**src/rtl/gpio_debounce_pkg.sv**
```systemverilog
// Shared constants and helpers for the push-button debounce block.
// Defaults give a 100 us filter tick and a 5 ms acceptance window at 6 MHz.
package gpio_debounce_pkg;

    localparam int TICK_DIV_6MHZ_100US = 600;
    localparam int STABLE_TICKS_5MS    = 50;

    typedef enum logic [1:0] {
        EDGE_NONE = 2'b00,
        EDGE_RISE = 2'b01,
        EDGE_FALL = 2'b10
    } edge_e;

    // Bits needed to hold values 0..num_values-1; never narrower than one bit.
    function automatic int cnt_width(input int num_values);
        return (num_values <= 1) ? 1 : $clog2(num_values);
    endfunction

endpackage

```
**src/rtl/debounce_tick_gen.sv**
```systemverilog
// Free-running prescaler shared by all channels; tick_o is high for one
// cycle out of every TickDiv.
module debounce_tick_gen
    import gpio_debounce_pkg::*;
#(
    parameter int TickDiv = TICK_DIV_6MHZ_100US
) (
    input  logic clk_i,
    input  logic rst_i,
    output logic tick_o
);

    localparam int              CntW   = cnt_width(TickDiv);
    localparam logic [CntW-1:0] CntMax = CntW'(TickDiv - 1);

    if (TickDiv < 1) begin : g_bad_tick_div
        $error("debounce_tick_gen: TickDiv must be >= 1");
    end

    logic [CntW-1:0] count_reg;
    logic [CntW-1:0] count_next;
    logic            tick_reg;

    always_comb begin
        count_next = count_reg + 1'b1;
        if (count_reg == CntMax) begin
            count_next = '0;
        end
    end

    // The tick is registered from the next count so it is low during reset
    // yet still coincides with count == TickDiv-1 afterwards.
    always_ff @(posedge clk_i or posedge rst_i) begin
        if (rst_i) begin
            count_reg <= '0;
            tick_reg  <= 1'b0;
        end else begin
            count_reg <= count_next;
            tick_reg  <= (count_next == CntMax);
        end
    end

    assign tick_o = tick_reg;

endmodule

```
**src/rtl/gpio_debounce.sv**
```systemverilog
// Push-button conditioner: per-channel 2-flop synchroniser, tick-based
// stability filter and registered rise/fall pulses.
module gpio_debounce
    import gpio_debounce_pkg::*;
#(
    parameter int   NumChannels = 3,
    parameter int   TickDiv     = TICK_DIV_6MHZ_100US,
    parameter int   StableTicks = STABLE_TICKS_5MS,
    parameter logic ResetLevel  = 1'b0
) (
    input  logic                   clk_i,
    input  logic                   rst_i,
    input  logic [NumChannels-1:0] btn_i,
    output logic [NumChannels-1:0] btn_o,
    output logic [NumChannels-1:0] rise_o,
    output logic [NumChannels-1:0] fall_o,
    output logic                   tick_o
);

    localparam int              CntW    = cnt_width(StableTicks + 1);
    localparam logic [CntW-1:0] CntLast = CntW'(StableTicks - 1);

    if (StableTicks < 1) begin : g_bad_stable_ticks
        $error("gpio_debounce: StableTicks must be >= 1");
    end

    logic                   tick;
    logic [NumChannels-1:0] s1_reg;
    logic [NumChannels-1:0] s2_reg;

    debounce_tick_gen #(
        .TickDiv (TickDiv)
    ) u_tick_gen (
        .clk_i  (clk_i),
        .rst_i  (rst_i),
        .tick_o (tick)
    );

    always_ff @(posedge clk_i or posedge rst_i) begin
        if (rst_i) begin
            s1_reg <= {NumChannels{ResetLevel}};
            s2_reg <= {NumChannels{ResetLevel}};
        end else begin
            s1_reg <= btn_i;
            s2_reg <= s1_reg;
        end
    end

    for (genvar gi = 0; gi < NumChannels; gi++) begin : g_chan
        logic [CntW-1:0] cnt_reg;
        logic [CntW-1:0] cnt_next;
        logic            level_reg;
        logic            level_next;
        logic            rise_reg;
        logic            fall_reg;
        edge_e           edge_next;

        // Any sample agreeing with the accepted level restarts the window,
        // so a bouncing contact never accumulates enough ticks.
        always_comb begin
            cnt_next   = cnt_reg;
            level_next = level_reg;
            edge_next  = EDGE_NONE;
            if (s2_reg[gi] == level_reg) begin
                cnt_next = '0;
            end else if (tick) begin
                if (cnt_reg == CntLast) begin
                    cnt_next   = '0;
                    level_next = s2_reg[gi];
                    edge_next  = s2_reg[gi] ? EDGE_RISE : EDGE_FALL;
                end else begin
                    cnt_next = cnt_reg + 1'b1;
                end
            end
        end

        always_ff @(posedge clk_i or posedge rst_i) begin
            if (rst_i) begin
                cnt_reg   <= '0;
                level_reg <= ResetLevel;
                rise_reg  <= 1'b0;
                fall_reg  <= 1'b0;
            end else begin
                cnt_reg   <= cnt_next;
                level_reg <= level_next;
                rise_reg  <= (edge_next == EDGE_RISE);
                fall_reg  <= (edge_next == EDGE_FALL);
            end
        end

        assign btn_o[gi]  = level_reg;
        assign rise_o[gi] = rise_reg;
        assign fall_o[gi] = fall_reg;
    end

    assign tick_o = tick;

endmodule

```
**config.mk**
```make
export PLATFORM = sky130hd
export DESIGN_NAME = gpio_debounce
export DESIGN_NICKNAME = d
export VERILOG_FILES = /design/src/rtl/gpio_debounce_pkg.sv /design/src/rtl/debounce_tick_gen.sv /design/src/rtl/gpio_debounce.sv
export SDC_FILE = /design/constraint.sdc
export NUM_CORES = 1
export LEC_CHECK = 0
export ABC_AREA = 1
export BUFFER_PORTS_ARGS = -buffer_cell sky130_fd_sc_hd__buf_2
export CAP_MARGIN = 20
export CORE_MARGIN = 5
export CORE_UTILIZATION = 60
export CTS_BUF_LIST = sky130_fd_sc_hd__clkbuf_4 sky130_fd_sc_hd__clkbuf_8
export DETAILED_ROUTE_END_ITERATION = 10
export PLACE_DENSITY = 0.91
export SLEW_MARGIN = 30
export SYNTH_ARGS = -nofsm -noshare
export SYNTH_HDL_FRONTEND = slang
export SYNTH_HIERARCHICAL = 1
export SYNTH_SLANG_ARGS = --single-unit
```
**constraint.sdc**
```tcl
create_clock -name clk_i -period 2.3 [get_ports clk_i]
set_clock_uncertainty 0.15 [all_clocks]
set_input_delay 0.46 -clock clk_i [delete_from_list [all_inputs] [get_ports clk_i]]
set_output_delay 0.46 -clock clk_i [all_outputs]
set_load 0.05 [all_outputs]
```
==> flow_metrics.py, run 1 <==
metrics = {
    "outcome": {
        "outcome": "finished, final reports clean",
    },
    "clock_network": {
        "hold_buffers": 1,
        "clkLatencyLatePin_ns": 0.30,
        "max-clock-path-buffers": 2,
        "clock-root-buffer": "clkbuf_8",
        "clkTransAtPathRegs_ns": 0.08,
        "ctsResizeCount": 0,
        "cts_tree": "done",
        "htree_levels": 2,
        "clock-sinks": 44,
        "postCtsSetupBuffers": 0,
        "cts_buffers": 5,
    },
    "worst_setup_path": {
        "ff2ff_path_depth": 8,
        "max_stage_delay_ns": 0.52,
        "critPathTopFamily": "flip-flops",
        "crit_cells": 1,
        "rrSetupSlack_ns": 0.67,
        "cp.arrival_ns": 1.14,
        "crit_chain": "buf_2",
        "cp_max_fo": 7,
        "crit_path_top_delay_cell": "dfrtp_1",
        "crit_type": "register to output pin",
        "crit_path_start_kind": "register",
        "crit_buf_inv": 1,
        "required_ns": 1.69,
        "cp-end-kind": "output pin",
    },
    "run": {
        "cap_violations": 0,
    },
    "synthesis": {
        "synthTopCellsByArea": "dfrtp_1 (49%), nand2_1 (12%), inv_1 (8.0%), nor2_1 (4.7%), ha_1 (4.5%)",
        "avgSynthCellArea_um2": 8.149,
        "syn_inst": 275,
        "synth_nets": 288,
        "yosysTopAreaCell": "dfrtp_1",
        "seq_area_frac_synth_pct": 49.13,
        "yosys_warnings": 6,
        "ys_ff_latch": 44,
        "syn_area_mm2": 0.002241,
        "synth_top_area_share_pct": 49.13,
        "synth.distinct_cells": 19,
    },
    "placed_design": {
        "finalWeightedCongestion": 0.8507,
        "hpwlAfterDp_mm": 2.760,
        "portBuffers": 14,
        "placed_area_mm2": 0.002311,
        "dp_cells": 329,
    },
    "route": {
        "firstDrtPassIters": 4,
        "antenna_left": 0,
        "drc": 0,
        "postRouteWirelength_mm": 3.758,
        "vias": 1694,
        "via_per_inst": 5.012,
        "wl_per_cell_um": 11.12,
        "drtIter0Drc": 80,
    },
    "layout": {
        "fin_nets": 302,
        "drive_above_1_share_pct": 12.41,
        "antenna_cells": 0,
        "stdcell_count": 338,
        "final_util_pct": 66.94,
        "largest_reg_flops": 18,
        "area_growth_pct": 8.543,
        "final_cell_mix": "nand2_1 (71), inv_1 (48), dfrtp_1 (44)",
        "postLayoutCellArea_mm2": 0.002432,
        "final_common_cell": "nand2_1",
    },
    "timing": {
        "setup_tns_ns": 0,
        "worst_pin_slew_ns": 0.4106,
        "max_freq_mhz": 570.7,
        "slew_violations": 0,
        "relSlewSlack_pct": 72.59,
        "hold_viol_final": 0,
        "period_share_pct": 76.19,
        "setup-violations-final": 0,
        "rsz0062_at_grt": "no",
        "fin_crit_ns": 1.752,
    },
    "die": {
        "dieArea_mm2": 0.005057,
        "boundaryPins": 15,
        "die_h_um": 71.12,
        "initial_utilization_pct": 61.67,
        "core_mm2": 0.003633,
        "die_x_um": 71.12,
        "fp-row-count": 22,
    },
    "hold_path": {
        "hold_class": "input pin to register",
        "hold_depth": 1,
    },
    "grt": {
        "grt-ovfl-total": 0,
        "grt_pass1_vias": 1566,
        "grt_pass1_wl_mm": 6.741,
        "grt_max_degree": 34,
        "antenna_found_initial": 0,
        "grtUsageTotal_pct": 16.57,
    },
    "power": {
        "p_leak_nw": 1.261,
        "vdd_drop_max_mv": 0.3978,
        "p_per_area_mw_per_mm2": 579.4,
    },
}
-- power by group --
| group | internal (W) | switching [W] |
|---|---|---|
| registers | 0.000778 | 0.00000298 |
| clock network | 0.000334 | 0.000262 |
| logic | 0.00000772 | 0.0000248 |
| total | 0.00112 | 0.000289 |
-- routing by layer --
metal | GRT usage, % | vias up | wire [um]
li1 | - | 862 | -
met1 | 20.42 | 795 | 1677
met2 | 27.91 | 30 | 1872
met3 | 3.835 | 7 | 143
met4 | 6.889 | 0 | 65
met5 | 0 | - | 0
-- synthesized netlist by cell type, drive strengths merged --
cell,n
nand2,73
nor3,1
dfrtp,44
inv,48
xor2,6
xnor2,3
o21ai,19
nor2,33
nand4,2
ha,8
nand3,24
buf,9
o21bai,5
-- stage by stage --
| step | setup WS [ns] | power (W) | hold slack, ns |
|---|---|---|---|
| final | 0.5477 | 0.001409 | 0.1109 |
| after global routing | 0.4799 | 0.001463 | 0.09682 |
| after CTS | 0.5310 | 0.001424 | 0.1031 |
| after detailed placement | 0.7292 | 0.0008296 | 0.1887 |
| after global placement | 0.8153 | 0.0008282 | 0.1823 |
| after floorplan | 0.8592 | 0.0008168 | 0.1624 |
-- cell type report --
cell class                      count  area [um2]
Clock buffer                        6       76.32
Fill cell                         290        1201
Inverter                           48       180.2
Clock inverter                      2       35.03
Sequential cell                    44        1101
Tap cell                           48       60.06
Multi-Input combinational cell    174       892.1
Timing Repair Buffer               16       87.58
-- final timing paths --
kind,endpoint,startpoint
setup / recovery,tick_o,u_tick_gen/tick_o
setup reg to reg,u_tick_gen/tick_o,u_tick_gen/count_reg[1]
hold reg to reg,s2_reg[1],s1_reg[1]
min in group asynchronous,u_tick_gen/count_reg[2],rst_i
max in group asynchronous,g_chan[2].level_reg,rst_i
hold / removal,s1_reg[0],btn_i[0]
-- kinds of logic after synthesis --
group           Yosys count  synth area share (%)
simple gates            133                 25.57
buf+inv                  57                 11.05
flops                    44                 49.13
xor+xnor                  9                 3.518
compound gates           24                 6.253
fa+ha+maj                 8                 4.467
(Power assumes the default switching activity.)
==> inputs of run 2 (changes only) <==
--- a/config.mk
+++ b/config.mk
@@ -5,7 +5,7 @@
 export SDC_FILE = /design/constraint.sdc
 export NUM_CORES = 1
 export LEC_CHECK = 0
-export ABC_AREA = 1
+export ABC_AREA = 0
 export BUFFER_PORTS_ARGS = -buffer_cell sky130_fd_sc_hd__buf_2
 export CAP_MARGIN = 20
 export CORE_MARGIN = 5
==> constraint.sdc (replaced) <==
create_clock -name clk_i -period 1.75 [get_ports clk_i]
set_clock_uncertainty 0.15 [all_clocks]
set_input_delay 0.35 -clock clk_i [delete_from_list [all_inputs] [get_ports clk_i]]
set_output_delay 0.35 -clock clk_i [all_outputs]
set_load 0.05 [all_outputs]
==> run 2 against run 1 <==
Effect of this change:
- non-clock buffer count up 14
- highest routed layer unchanged
- worst setup slack worse by 0.51 ns
- cell count down 17%
- worst hold slack worse by 0.090 ns
- area after synthesis down 2.4%
- register-to-register slack worse by 0.63 ns
- die area down 2.1%
- routed wire length up 4.6%
- clock-buffer cell count unchanged
- clock power about the same
- first-iteration DRC count up 30%
==> flow_metrics.py, run 2 <==
metrics = {
    "worst_setup_path": {
        "critPathTopFamily": "simple AND/OR/NAND/NOR gates",
        "r2r_start": "u_tick_gen/count_reg[7]",
        "max_stage_delay_ns": 0.57,
        "required_ns": 1.77,
        "crit_cells": 4,
        "ff2ff_path_depth": 4,
        "crit_end": "u_tick_gen/tick_o",
        "cp.arrival_ns": 1.73,
        "startpoint": "u_tick_gen/count_reg[7]",
        "crit_type": "register to register",
        "crit_path_top_delay_cell": "or4b_4",
        "cp_max_fo": 4,
        "r2r_end": "u_tick_gen/tick_o",
        "crit_buf_inv": 0,
        "crit_path_start_kind": "register",
        "rrSetupSlack_ns": 0.04,
        "cp-end-kind": "register",
        "crit_chain": "or4b_4 > nor3_4 > nor2_1 > and4_1",
    },
    "synthesis": {
        "synthTopCellsByArea": "dfrtp_1 (50%), ha_1 (4.6%), buf_4 (4.1%), a21oi_1 (3.9%), nand2_1 (3.6%)",
        "synth_edf_count": 0,
        "syn_area_mm2": 0.002187,
        "ys.flop_type": "dfrtp_1",
        "yosysTopAreaCell": "dfrtp_1",
        "avgSynthCellArea_um2": 10.41,
        "synth_top_area_share_pct": 50.34,
        "synth_most_common_cell": "dfrtp_1",
        "synth_common_cells": "dfrtp_1 (44), nand2_1 (21), nor2_1 (18)",
        "synthArstFlopShare_pct": 100.0,
        "ys_ff_latch": 44,
        "synth_nets": 223,
        "synth.distinct_cells": 37,
        "syn_inst": 210,
        "yosys_warnings": 6,
        "seq_area_frac_synth_pct": 50.34,
    },
    "layout": {
        "seq_area_mm2": 0.001102,
        "stdcell_count": 281,
        "fin_nets": 246,
        "fillers": 263,
        "largest_reg_flops": 18,
        "multi_input_area_um2": 967.2,
        "final_util_pct": 67.66,
        "postLayoutCellArea_mm2": 0.002440,
        "area_growth_pct": 11.56,
        "final_common_cell": "dfrtp_1",
        "antenna_cells": 0,
        "final_cell_mix": "dfrtp_1 (43), nand2_1 (21), nor2_1 (18)",
        "drive_above_1_share_pct": 23.61,
    },
    "die": {
        "core_mm2": 0.003606,
        "initial_utilization_pct": 60.65,
        "dieArea_mm2": 0.004953,
        "boundaryPins": 15,
        "die_x_um": 70.38,
        "die_h_um": 70.38,
        "fp-row-count": 22,
    },
    "grt": {
        "grt_pass1_wl_mm": 6.920,
        "grtUsageTotal_pct": 17.54,
        "grt_pass1_vias": 1549,
        "grt_max_degree": 34,
        "antenna_found_initial": 0,
        "grt-ovfl-total": 0,
    },
    "clock_network": {
        "clock-root-buffer": "clkbuf_8",
        "max-clock-path-buffers": 2,
        "clock-sinks": 44,
        "cts_tree": "done",
        "postCtsSetupBuffers": 0,
        "clkTransAtPathRegs_ns": 0.08,
        "cts_buffers": 5,
        "htree_levels": 2,
        "clkLatencyLatePin_ns": 0.29,
    },
    "power": {
        "power_w": 0.001659,
        "vdd_drop_max_mv": 0.4320,
        "p_per_area_mw_per_mm2": 680.1,
        "p_leak_nw": 1.118,
    },
    "timing": {
        "fin_crit_ns": 1.708,
        "hold_viol_final": 0,
        "max_freq_mhz": 585.4,
        "rsz0062_at_grt": "yes",
        "period_share_pct": 97.61,
        "setup_tns_ns": 0,
        "worst_pin_slew_ns": 0.5945,
        "relSlewSlack_pct": 60.08,
        "slew_violations": 0,
        "setup-violations-final": 0,
    },
    "run": {
        "cap_violations": 0,
    },
    "route": {
        "drc": 0,
        "antenna_left": 0,
        "wl_per_cell_um": 13.98,
        "drtIter0Drc": 104,
        "vias": 1549,
        "via_per_inst": 5.512,
        "postRouteWirelength_mm": 3.929,
        "firstDrtPassIters": 4,
    },
    "placed_design": {
        "portBuffers": 14,
        "finalWeightedCongestion": 0.9283,
        "dp_cells": 272,
        "placed_area_mm2": 0.002323,
        "hpwlAfterDp_mm": 2.769,
    },
    "outcome": {
        "outcome": "finished, final reports clean",
    },
    "hold_path": {
        "hold_class": "input pin to register",
    },
}
[run 2: area by class of cell]
type | instances | area share (%)
Sequential cell | 44 | 45.18
Multi-Input combinational cell | 143 | 39.64
Timing Repair Buffer | 30 | 8.000
Clock buffer | 6 | 3.128
Tap cell | 48 | 2.462
Inverter | 9 | 1.385
Clock inverter | 1 | 0.2051
[run 2: through the flow]
stage                     setup WS [ns]  hold slack, ns
after global routing           -0.02966        0.006891
after CTS                       0.05056        0.008555
after floorplan                 0.03780         0.05244
final                           0.04190         0.02111
after global placement           0.1142          0.1838
after detailed placement        0.06495          0.1889
[run 2: cell families (layout without fill, tap and decap cells)]
family	count (synthesis)	count (layout)	share of synthesized area, %
AOI/OAI and AO/OA	27	27	7.036
and+or+nand+nor	91	91	24.31
buffers and inverters	23	46	6.064
muxes	3	3	2.059
adders and majority gates	8	8	4.577
DFF	44	44	50.34
xor gates and xnor gates	14	14	5.607
[run 2: worst min path at each step]
| stage | startpoint | endpoint | cells past startpoint | slack [ns] |
|---|---|---|---|---|
| after floorplan | rst_i | u_tick_gen/count_reg[0] | 1 | 0.05 |
| after global placement | s1_reg[2] | s2_reg[2] | 0 | 0.18 |
| after detailed placement | s1_reg[2] | s2_reg[2] | 0 | 0.19 |
| after CTS | btn_i[2] | s1_reg[2] | 1 | 0.009 |
| after global routing | btn_i[0] | s1_reg[0] | 1 | 0.007 |
| final | btn_i[1] | s1_reg[1] | 1 | 0.02 |
[run 2: metal layers]
metal | vias up | wire length, um | global-route usage [%]
li1 | 759 | - | -
met5 | - | 0 | 0
met1 | 745 | 1732 | 22.87
met4 | 0 | 85 | 8.085
met3 | 8 | 160 | 3.741
met2 | 37 | 1951 | 27.86
[run 2: where the power goes]
part	total [W]	switching (W)	leakage, nW	internal, W
sequential	0.00103	0.00000460	0.585	0.00102
clock	0.000593	0.000306	0.0445	0.000287
combinational	0.0000389	0.0000277	0.489	0.0000112
total	0.00166	0.000338	1.12	0.00132
[run 2: what timing repair did]
action	in CTS	in global routing
hold endpoints to repair	11	1
hold buffers	1	1
resized for setup	0	5
setup endpoints to repair	0	1
